$ cat src/rtl/phase_gen_pkg.sv
// Shared types and step-pattern constants for the three-phase test generator.
// Patterns are indexed by segment number 0..5, one bit per 60 degree segment.
package phase_gen_pkg;

    typedef enum logic [1:0] {
        IDLE  = 2'd0,
        RUN   = 2'd1,
        DRAIN = 2'd2
    } state_e;

    localparam logic [2:0] STEP_LAST = 3'd5;

    localparam logic [5:0] PAT_R = 6'b000111;
    localparam logic [5:0] PAT_Y = 6'b011100;
    localparam logic [5:0] PAT_B = 6'b110001;

    // Returns {B, Y, R}; reverse rotation swaps the Y and B sequences.
    function automatic logic [2:0] phase_pattern(input logic [2:0] step, input logic rev);
        logic r;
        logic y;
        logic b;
        r = PAT_R[step];
        y = PAT_Y[step];
        b = PAT_B[step];
        return rev ? {y, b, r} : {b, y, r};
    endfunction

endpackage

$ cat src/rtl/phase_gen_if.sv
// Control and phase-output bundle between the test sequencer and phase_gen.
// master drives the controls and observes the phases; slave is the generator.
interface phase_gen_if #(
    parameter int SEG_W = 16
);
    logic             enable;
    logic             start;
    logic             stop;
    logic             rev;
    logic [2:0]       drop;
    logic [SEG_W-1:0] seg_len;
    logic             chatter;

    logic             rphase;
    logic             yphase;
    logic             bphase;
    logic             running;
    logic [2:0]       step;
    logic             cycle_done;

    modport master (
        output enable, start, stop, rev, drop, seg_len, chatter,
        input  rphase, yphase, bphase, running, step, cycle_done
    );

    modport slave (
        input  enable, start, stop, rev, drop, seg_len, chatter,
        output rphase, yphase, bphase, running, step, cycle_done
    );
endinterface

$ cat src/rtl/phase_gen_seg_timer.sv
// seg_timer: loadable down-counter that flags expiry when it sits at zero.
// Load wins over decrement; the counter parks at zero rather than wrapping.
module seg_timer #(
    parameter int SEG_W = 16
) (
    input  logic             clk,
    input  logic             rst,
    input  logic             clear_i,
    input  logic             load_i,
    input  logic [SEG_W-1:0] load_val_i,
    input  logic             dec_i,
    output logic             expire_o
);

    logic [SEG_W-1:0] cnt_q;
    logic [SEG_W-1:0] cnt_d;

    always_comb begin
        cnt_d = cnt_q;
        if (clear_i) begin
            cnt_d = '0;
        end else if (load_i) begin
            cnt_d = load_val_i;
        end else if (dec_i && (cnt_q != '0)) begin
            cnt_d = cnt_q - SEG_W'(1);
        end
    end

    always_ff @(posedge clk or posedge rst) begin
        if (rst) begin
            cnt_q <= '0;
        end else begin
            cnt_q <= cnt_d;
        end
    end

    assign expire_o = (cnt_q == '0);

endmodule

$ cat src/rtl/phase_gen.sv
// phase_gen: six-segment R/Y/B square-wave generator for phase-monitor self-test.
// Optional contact-bounce injection is built when PHASEGEN_CHATTER_EN is defined.
module phase_gen
    import phase_gen_pkg::*;
#(
    parameter int SEG_W = 16
) (
    input  logic       clk,
    input  logic       rst,
    phase_gen_if.slave bus
);

    state_e           state_q, state_d;
    logic [2:0]       step_q, step_d;
    logic [SEG_W-1:0] seg_l_q, seg_l_d;
    logic             rev_l_q, rev_l_d;
    logic [2:0]       drop_l_q, drop_l_d;
    logic [2:0]       phase_q, phase_d;
    logic             cyc_done_q, cyc_done_d;

    logic             tmr_load;
    logic             tmr_clear;
    logic [SEG_W-1:0] tmr_val;
    logic             tmr_expire;
    logic             tick_adv;

    // A zero segment length behaves as one tick per segment.
    function automatic logic [SEG_W-1:0] reload_val(input logic [SEG_W-1:0] len);
        return (len == '0) ? '0 : len - SEG_W'(1);
    endfunction

    seg_timer #(
        .SEG_W (SEG_W)
    ) u_seg_timer (
        .clk        (clk),
        .rst        (rst),
        .clear_i    (tmr_clear),
        .load_i     (tmr_load),
        .load_val_i (tmr_val),
        .dec_i      ((state_q != IDLE) && bus.enable),
        .expire_o   (tmr_expire)
    );

    always_comb begin
        state_d    = state_q;
        step_d     = step_q;
        seg_l_d    = seg_l_q;
        rev_l_d    = rev_l_q;
        drop_l_d   = drop_l_q;
        cyc_done_d = 1'b0;
        tmr_load   = 1'b0;
        tmr_clear  = 1'b0;
        tmr_val    = reload_val(seg_l_q);
        tick_adv   = (state_q != IDLE) && bus.enable && tmr_expire;

        case (state_q)
            IDLE: begin
                if (bus.start && !bus.stop) begin
                    state_d  = RUN;
                    step_d   = '0;
                    seg_l_d  = bus.seg_len;
                    rev_l_d  = bus.rev;
                    drop_l_d = bus.drop;
                    tmr_load = 1'b1;
                    tmr_val  = reload_val(bus.seg_len);
                end
            end
            RUN, DRAIN: begin
                if ((state_q == RUN) && bus.stop) begin
                    state_d = DRAIN;
                end
                if (tick_adv) begin
                    tmr_load = 1'b1;
                    if (step_q == STEP_LAST) begin
                        step_d     = '0;
                        cyc_done_d = 1'b1;
                        // A stop landing on the final tick still ends this cycle.
                        if ((state_q == DRAIN) || bus.stop) begin
                            state_d   = IDLE;
                            tmr_load  = 1'b0;
                            tmr_clear = 1'b1;
                        end else begin
                            seg_l_d  = bus.seg_len;
                            rev_l_d  = bus.rev;
                            drop_l_d = bus.drop;
                            tmr_val  = reload_val(bus.seg_len);
                        end
                    end else begin
                        step_d = step_q + 3'd1;
                    end
                end
            end
            default: begin
                state_d = IDLE;
                step_d  = '0;
            end
        endcase

        phase_d = (state_d == IDLE) ? 3'b000 : (phase_pattern(step_d, rev_l_d) & ~drop_l_d);
    end

    always_ff @(posedge clk or posedge rst) begin
        if (rst) begin
            state_q    <= IDLE;
            step_q     <= '0;
            seg_l_q    <= '0;
            rev_l_q    <= 1'b0;
            drop_l_q   <= '0;
            phase_q    <= '0;
            cyc_done_q <= 1'b0;
        end else begin
            state_q    <= state_d;
            step_q     <= step_d;
            seg_l_q    <= seg_l_d;
            rev_l_q    <= rev_l_d;
            drop_l_q   <= drop_l_d;
            phase_q    <= phase_d;
            cyc_done_q <= cyc_done_d;
        end
    end

`ifdef PHASEGEN_CHATTER_EN
    // Each clean edge taken with chatter set inverts that phase until the next enable tick.
    logic [2:0] glitch_q, glitch_d;

    always_comb begin
        glitch_d = glitch_q;
        if (bus.enable) begin
            glitch_d = 3'b000;
        end
        if (state_d == IDLE) begin
            glitch_d = 3'b000;
        end else if (bus.chatter) begin
            glitch_d = glitch_d | ((phase_d ^ phase_q) & ~drop_l_d);
        end
    end

    always_ff @(posedge clk or posedge rst) begin
        if (rst) begin
            glitch_q <= '0;
        end else begin
            glitch_q <= glitch_d;
        end
    end

    assign bus.rphase = phase_q[0] ^ glitch_q[0];
    assign bus.yphase = phase_q[1] ^ glitch_q[1];
    assign bus.bphase = phase_q[2] ^ glitch_q[2];
`else
    assign bus.rphase = phase_q[0];
    assign bus.yphase = phase_q[1];
    assign bus.bphase = phase_q[2];
`endif

    assign bus.running    = (state_q != IDLE);
    assign bus.step       = step_q;
    assign bus.cycle_done = cyc_done_q;

endmodule

$ cat src/flat_wrapper.sv
// flat-port wrapper written by rule: the top's interface ports become plain ports
module phase_gen_flat import phase_gen_pkg::*;
#(
    parameter int SEG_W = 16
)
  (clk, rst, bus_enable, bus_start, bus_stop, bus_rev, bus_drop, bus_seg_len, bus_chatter, bus_rphase, bus_yphase, bus_bphase, bus_running, bus_step, bus_cycle_done);
  phase_gen_if #(.SEG_W(SEG_W)) bus_i ();
  input  logic clk;
  input  logic rst;
  input wire logic [$bits(bus_i.enable)-1:0] bus_enable;
  input wire logic [$bits(bus_i.start)-1:0] bus_start;
  input wire logic [$bits(bus_i.stop)-1:0] bus_stop;
  input wire logic [$bits(bus_i.rev)-1:0] bus_rev;
  input wire logic [$bits(bus_i.drop)-1:0] bus_drop;
  input wire logic [$bits(bus_i.seg_len)-1:0] bus_seg_len;
  input wire logic [$bits(bus_i.chatter)-1:0] bus_chatter;
  output wire logic [$bits(bus_i.rphase)-1:0] bus_rphase;
  output wire logic [$bits(bus_i.yphase)-1:0] bus_yphase;
  output wire logic [$bits(bus_i.bphase)-1:0] bus_bphase;
  output wire logic [$bits(bus_i.running)-1:0] bus_running;
  output wire logic [$bits(bus_i.step)-1:0] bus_step;
  output wire logic [$bits(bus_i.cycle_done)-1:0] bus_cycle_done;
  assign bus_i.enable = bus_enable;
  assign bus_i.start = bus_start;
  assign bus_i.stop = bus_stop;
  assign bus_i.rev = bus_rev;
  assign bus_i.drop = bus_drop;
  assign bus_i.seg_len = bus_seg_len;
  assign bus_i.chatter = bus_chatter;
  assign bus_rphase = bus_i.rphase;
  assign bus_yphase = bus_i.yphase;
  assign bus_bphase = bus_i.bphase;
  assign bus_running = bus_i.running;
  assign bus_step = bus_i.step;
  assign bus_cycle_done = bus_i.cycle_done;
  phase_gen #(.SEG_W(SEG_W)) u_core (.clk(clk), .rst(rst), .bus(bus_i));
endmodule
$ cat config.mk
export PLATFORM = sky130hd
export DESIGN_NAME = phase_gen_flat
export DESIGN_NICKNAME = d
export VERILOG_FILES = /design/src/rtl/phase_gen_pkg.sv /design/src/rtl/phase_gen_if.sv /design/src/rtl/phase_gen_seg_timer.sv /design/src/rtl/phase_gen.sv /design/src/flat_wrapper.sv
export SDC_FILE = /design/constraint.sdc
export NUM_CORES = 1
export LEC_CHECK = 0
export ABC_AREA = 0
export BUFFER_PORTS_ARGS = -buffer_cell sky130_fd_sc_hd__buf_4
export CAP_MARGIN = 20
export CELL_PAD_IN_SITES_DETAIL_PLACEMENT = 2
export CELL_PAD_IN_SITES_GLOBAL_PLACEMENT = 2
export CORE_ASPECT_RATIO = 2
export CORE_UTILIZATION = 29
export DETAILED_ROUTE_END_ITERATION = 12
export PLACE_DENSITY_LB_ADDON = 0.1
export SLEW_MARGIN = 20
export SYNTH_ARGS = -nofsm -noshare
export SYNTH_HDL_FRONTEND = slang
export SYNTH_SLANG_ARGS = --single-unit
$ cat constraint.sdc
create_clock -name clk -period 2.5 [get_ports clk]
set_clock_uncertainty 0.1 [all_clocks]
set_input_delay 0.125 -clock clk [delete_from_list [all_inputs] [get_ports clk]]
set_output_delay 0.125 -clock clk [all_outputs]
set_load 0.005 [all_outputs]
# After elaboration in Yosys (flattened, before gate mapping)

Memory sizes are Yosys's and may differ from the RTL's.
Index checks and enable logic that the tools add are counted.

Register bits: 45
Latch bits: 0
Memory bits (writable): 0
Memory bits (read-only): 24
Output and inout port bits: 8
Logic and storage cells: 95
Memories kept: 3

Add/sub/neg operators: 4
Multipliers: 0
Divide/modulo/power cells: 0
$lt $le $gt $ge: 1
Eq/ne operators: 7
Shift operators: 0
Mux-type cells: 52
Bitwise gates (word level): 2
Reductions and logical operators: 18

Memory list:

| memory           | depth | bits a word | rd ports | clocked after Yosys merged registers in | wr ports | line                | text |
|---|---|---|---|---|---|---|---|
| (name not given) | 8     | 1           | 1        | 0                                       | 0        | phase_gen_pkg.sv:24 | `b = PAT_B[step];` |
| (name not given) | 8     | 1           | 1        | 0                                       | 0        | phase_gen_pkg.sv:22 | `r = PAT_R[step];` |
| (name not given) | 8     | 1           | 1        | 0                                       | 0        | phase_gen_pkg.sv:23 | `y = PAT_Y[step];` |

Operators with widths:

| operator              | number |
|---|---|
| $mux 16               | 13 |
| $pmux 16 s2           | 2 |
| $logic_not 16->1      | 3 |
| $sub 16x1->16 const B | 3 |
| $mux 3                | 9 |
| $mux 1                | 18 |
| $reduce_bool 16->1    | 1 |
| $pmux 3 s2            | 2 |
| $mux 2                | 5 |
| $ne 2x1->1 const B    | 3 |
| $logic_and 1x1->1     | 5 |
| $reduce_and 5->1      | 1 |
| $logic_not 2->1       | 2 |
| $lt 3x4->1 const B    | 1 |
| $pmux 1 s2            | 2 |
| $pmux 2 s2            | 1 |
| $reduce_bool 2->1     | 2 |
| $add 3x1->3 const B   | 1 |
| $and 3x3->3           | 1 |
| $eq 3x3->1 const B    | 1 |
| $not 3->3             | 1 |
| $reduce_bool 3->1     | 1 |
| $eq 2x1->1 const B    | 1 |
| $eq 2x2->1 const B    | 1 |
| other kinds (4)       | 4 |

# Longest topological paths before layout

Depth after elaboration: 10
Gate-level depth with buffers: 10

# Hierarchy

From an unflattened synthesis, not the netlist that was laid out.

Cell total of the unflattened synthesis: 361
Area, all modules: 3243.1 µm²

Modules (own cells, without submodules):

| module    | instances | cells an instance | area each (µm²) | sequential area each (µm²) |
|---|---|---|---|---|
| phase_gen | 1         | 230               | 2122.0          | 725.7 |
| seg_timer | 1         | 131               | 1121.1          | 400.4 |

# Least setup slack after synthesis

No wires, ideal clock.

Kind: register to register
Start: register u_core.state_q[0]
End: register u_core.u_seg_timer.cnt_q[8]
Setup time: 0.074 ns
Arrival: 2.411 ns
Data required time: 2.326 ns
Setup slack: -0.085 ns
Cell stages (with the launch flop): 11
Period minus slack after synthesis: 2.585 ns
Cells stage by stage: dfrtp_1 > inv_1 > ha_1 > nor2b_1 > o21ai_0 > o31a_1 > buf_6 > or3_4 > buf_6 > a2bb2oi_2 > o21ai_2

Longest elaborated chain between the ends: 8

Ends and longest elaborated chain:

| element                                          | line                             | text |
|---|---|---|
| start: declaration                               | phase_gen.sv:13                  | `state_e state_q, state_d;` |
| start signal: assignment                         | phase_gen.sv:112                 | `state_q <= state_d;` |
| $eq 2x2->1                                       | phase_gen.sv:56, phase_gen.sv:78 |  |
| $logic_or 1x1->1                                 | phase_gen.sv:78                  | `if ((state_q == DRAIN) \|\| bus.stop) begin` |
| $mux 16 / $mux 1 (equally long branches)         | phase_gen.sv:78                  |  |
| $mux 16 / $mux 1 (equally long branches)         | phase_gen.sv:74                  | `if (step_q == STEP_LAST) begin` |
| $mux 16 / $mux 1 (equally long branches)         | phase_gen.sv:72                  | `if (tick_adv) begin` |
| $pmux 16 s2 / $pmux 1 s2 (equally long branches) | phase_gen.sv:56                  | `case (state_q)` |
| $mux 16                                          | phase_gen_seg_timer.sv:22        | `end else if (load_i) begin` |
| $mux 16                                          | phase_gen_seg_timer.sv:20        | `if (clear_i) begin` |
| end signal: assignment                           | phase_gen_seg_timer.sv:33        | `cnt_q <= cnt_d;` |
| end: declaration                                 | phase_gen_seg_timer.sv:15        | `logic [SEG_W-1:0] cnt_q;` |

Several ways; a longest one is shown, not always the timed one.
A chain may end at the register's enable or synchronous reset.

# Final worst setup path

Start: register u_core.u_seg_timer.cnt_q[4]
End: register u_core.u_seg_timer.cnt_q[1]

Longest elaborated chain between the ends: 6

Ends and longest elaborated chain:

| element                                          | line                      | text |
|---|---|---|
| $logic_not 16->1                                 | phase_gen_seg_timer.sv:37 | `assign expire_o = (cnt_q == '0);` |
| $logic_and 1x1->1                                | phase_gen.sv:54           | `tick_adv = (state_q != IDLE) && bus.enable && tmr_expire;` |
| $mux 16 / $mux 1 (equally long branches)         | phase_gen.sv:72           |  |
| $pmux 16 s2 / $pmux 1 s2 (equally long branches) | phase_gen.sv:56           |  |
| $mux 16                                          | phase_gen_seg_timer.sv:22 |  |
| $mux 16                                          | phase_gen_seg_timer.sv:20 |  |

Several ways; a longest one is shown, not always the timed one.

==> summary.md <==
| Metric | Value |
|---|---|
| Post-DP Area | `0.00443 mm²` |
| Syn avg cell area | `8.81 µm²` |
| Starting Density | `0.299` |
| Placed Instances | `634` |
| Max-Cap Viols | `0` |
| Layout area overhead | `40.1%` |
| Flops & latches, synth | `45` |
| Cell at the slowest stage of the critical path | `or4_4` |
| Die Width | `78.8 µm` |
| Peak fanout along the critical path | `7` |
| CTS clock-pin slew for the worst setup and hold paths | `0.07 ns` |
| Status | `complete, but fails checks` |
| Primary FF master, synth | `dfrtp_1` |
| DRC Markers | `0` |
| Ant. Diodes | `0` |
| CP Buf/Inv Count | `0` |
| GRT overflow | `0` |
| H-tree depth | `2` |
| Top cells by area, synth | `dfrtp_1 33%, mux2_2 5.6%, nor2_1 4.7%, xnor2_1 4.1%, nand2_1 3.7%` |
| Initial antenna violation count | `0` |
| Async set-reset flop share out of synthesis | `1.00` |
| Critical path launch point type | `flop` |
| Leakage | `2.08 nW` |
| Setup CP Type | `reg -> reg` |
| Ratio of final minimum period to clock period | `1.03` |
| Cell Rows | `55` |
| Die area | `0.0122 mm²` |
| Routed wire per std cell | `21.5 µm` |
| Pins Over Slew Limit | `0` |
| Yosys warning total | `0` |
| Max VDD drop | `0.000409 V` |
| Final TNS setup | `-0.119 ns` |
| Arrival @ worst endpoint | `2.69 ns` |
| Crit-path leading delay family | `simple AND/OR/NAND/NOR gates` |
| Vias in the first global route | `4,037` |
| Max_slew headroom | `0.575` |
| Gp weighted congestion | `0.859` |
| Cell Chain, Critical Path | `or4_4 > nor4_4 > a31oi_4 > or3_4 > o22a_2 > o21ai_1` |
| Number of routed nets with antenna violations | `0` |
| Clock buffer depth | `2` |
| Min-Delay Path Class | `in -> reg` |
| Final net count | `541` |
| Core area | `0.0114 mm²` |
| Layout cells sized above 1 | `0.353` |
| Final count of negative-setup-slack endpoints | `4` |
| DR pass1 iterations | `6` |
| Total wire length | `13.9 mm` |
| Pwr Total | `5.32 mW` |
| Number of synthesized flops with an enable pin | `0` |
| Most common cell after layout, fill and taps aside | `buf_4` |
| Crit path largest cell delay | `0.59 ns` |
| Drt initial violations | `76` |
| Most frequent cells in the layout | `118 x buf_4, 44 x dfrtp_1, 43 x nor2_1` |
| Mapped Nets | `422` |
| Clock root buffer | `clkbuf_16` |
| Achievable Freq | `390 MHz` |
| Pin count of the biggest net entering global routing | `46` |
| Crit path time final | `2.56 ns` |
| CTS tree | `built` |
| Setup ws final | `-0.0629 ns` |
| Worst Tran Pin Value | `0.637 ns` |
| Flop2flop setup slack | `-0.06 ns` |
| Top-Level Pins | `34` |
| Critical Path RT | `2.62 ns` |
| Synth top area share | `0.330` |
| TritonCTS buffer count | `5` |
| Final hold slack | `-0.00227 ns` |
| RSZ-0062 raised after global routing | `true` |
| Skew-Pair Late Insertion Delay | `0.29 ns` |
| DIE HEIGHT | `156 µm` |
| IO buf count | `32` |
| Yosys cell types | `70` |
| CP endpoint kind | `flop` |
| Via count | `3,565` |
| Fin cells | `649` |
| Cell Pwr Density | `1110 mW/mm²` |
| Synth area leader | `dfrtp_1` |
| Final instance area | `0.00479 mm²` |
| Gr usage total | `0.232` |
| Final Hold Viols | `1` |
| Synth Cell Area | `0.00342 mm²` |
| Sequential cell area fraction in the yosys report | `0.330` |
| Vias per inst | `5.49` |
| DP HPWL | `11.1 mm` |
| Mapped Cells | `388` |
| Violated checks | `hold timing, setup timing` |
| First-pass GRT wire length | `21.1 mm` |
| CTS Sinks | `45` |
power by group:
group / total, mW / internal [mW] / leakage [nW] / switching (mW)
Combinational: 3.27 / 1.58 / 1.45 / 1.69
Sequential: 1.35 / 1.04 / 0.561 / 0.315
Clock: 0.697 / 0.393 / 0.0690 / 0.304
Total: 5.32 / 3.01 / 2.08 / 2.31
per-layer routing:
| metal | track usage | wire length (µm) | vias up |
|---|---|---|---|
| met5 | 0 | 0 | - |
| met4 | 0.125 | 716 | 0 |
| met3 | 0.0205 | 196 | 27 |
| met2 | 0.493 | 8530 | 60 |
| met1 | 0.197 | 4480 | 1793 |
| li1 | - | - | 1685 |
path summary, 6_finish.rpt:
path	from	end	depth (start not counted)
max reg2reg	u_core.u_seg_timer.cnt_q[4]	u_core.u_seg_timer.cnt_q[1]	6
max in group asynchronous	rst	u_core.u_seg_timer.cnt_q[5]	4
max	u_core.u_seg_timer.cnt_q[4]	u_core.u_seg_timer.cnt_q[1]	6
min	bus_drop[0]	u_core.drop_l_q[0]	2
min in group asynchronous	rst	u_core.u_seg_timer.cnt_q[1]	4
min reg2reg	u_core.drop_l_q[2]	u_core.drop_l_q[2]	2
kinds of logic (layout without fill, tap and decap cells):
| group | count (synthesis) | count (layout) | share of synthesized area |
|---|---|---|---|
| AOI/OAI and AO/OA | 90 | 90 | 0.193 |
| xor gates and xnor gates | 23 | 23 | 0.0590 |
| adders and majority gates | 8 | 8 | 0.0293 |
| buffers and inverters | 27 | 145 | 0.0373 |
| DFF | 45 | 45 | 0.330 |
| muxes | 20 | 20 | 0.0648 |
| and+or+nand+nor | 175 | 176 | 0.287 |
cell type report:
| class | count | area, µm² |
|---|---|---|
| clock buffers | 6 | 139 |
| clock inverters | 1 | 7.51 |
| fillers | 1329 | 6640 |
| inverters | 13 | 48.8 |
| multi-input cells | 317 | 2310 |
| flip-flops and latches | 45 | 1130 |
| well taps | 142 | 178 |
| repair buffers | 125 | 976 |
sequential cells by signal, summed over array words and instances (netlist names):
name                      flops
u_core.bus.cycle_done         1
u_core.bus.step               3
u_core.drop_l_q               3
u_core.phase_q                3
u_core.rev_l_q                1
u_core.seg_l_q               16
u_core.state_q                2
u_core.u_seg_timer.cnt_q     16
cell usage after synthesis, types with 3 or more instances:
library cell  number
mux2_2            17
inv_1             13
buf_6              3
nor4_1             8
o221ai_1           7
a22oi_1            5
clkbuf_1           8
o211ai_1           3
ha_1               8
mux2i_1            3
nand2_1           34
dfrtp_1           45
nor3_1            21
a21oi_1           14
nor2b_1            7
nand2b_1           5
and2_1             4
a211oi_1           3
or4_1              4
o21ai_0           14
a31oi_1            5
o22ai_1            4
xor2_1             7
and3_1             6
xnor2_1           16
a221oi_1           3
o31ai_1            5
buf_2              3
nand4_1            4
nand3_1           12
nor2_1            43
or3_1              3
through the flow:
step	worst slack (ns)	util
6_report	-0.0629	0.419
5_1_grt	-0.101	0.419
3_5_place_dp	-0.118	0.388
4_1_cts	-0.00305	0.408
3_3_place_gp	-0.0404	0.388
2_1_floorplan	0.0275	-
timing repair:
item / 4_1_cts / 5_1_grt
gates resized for setup: 7 / 20
pin swaps: 2 / 6
setup buffers: 0 / 2
endpoints found under the hold margin: 49 / 0
setup endpoints to repair: 30 / 35
cloned: 0 / 1
hold buffers: 5 / 0
Power figures use the tool's default switching activity.
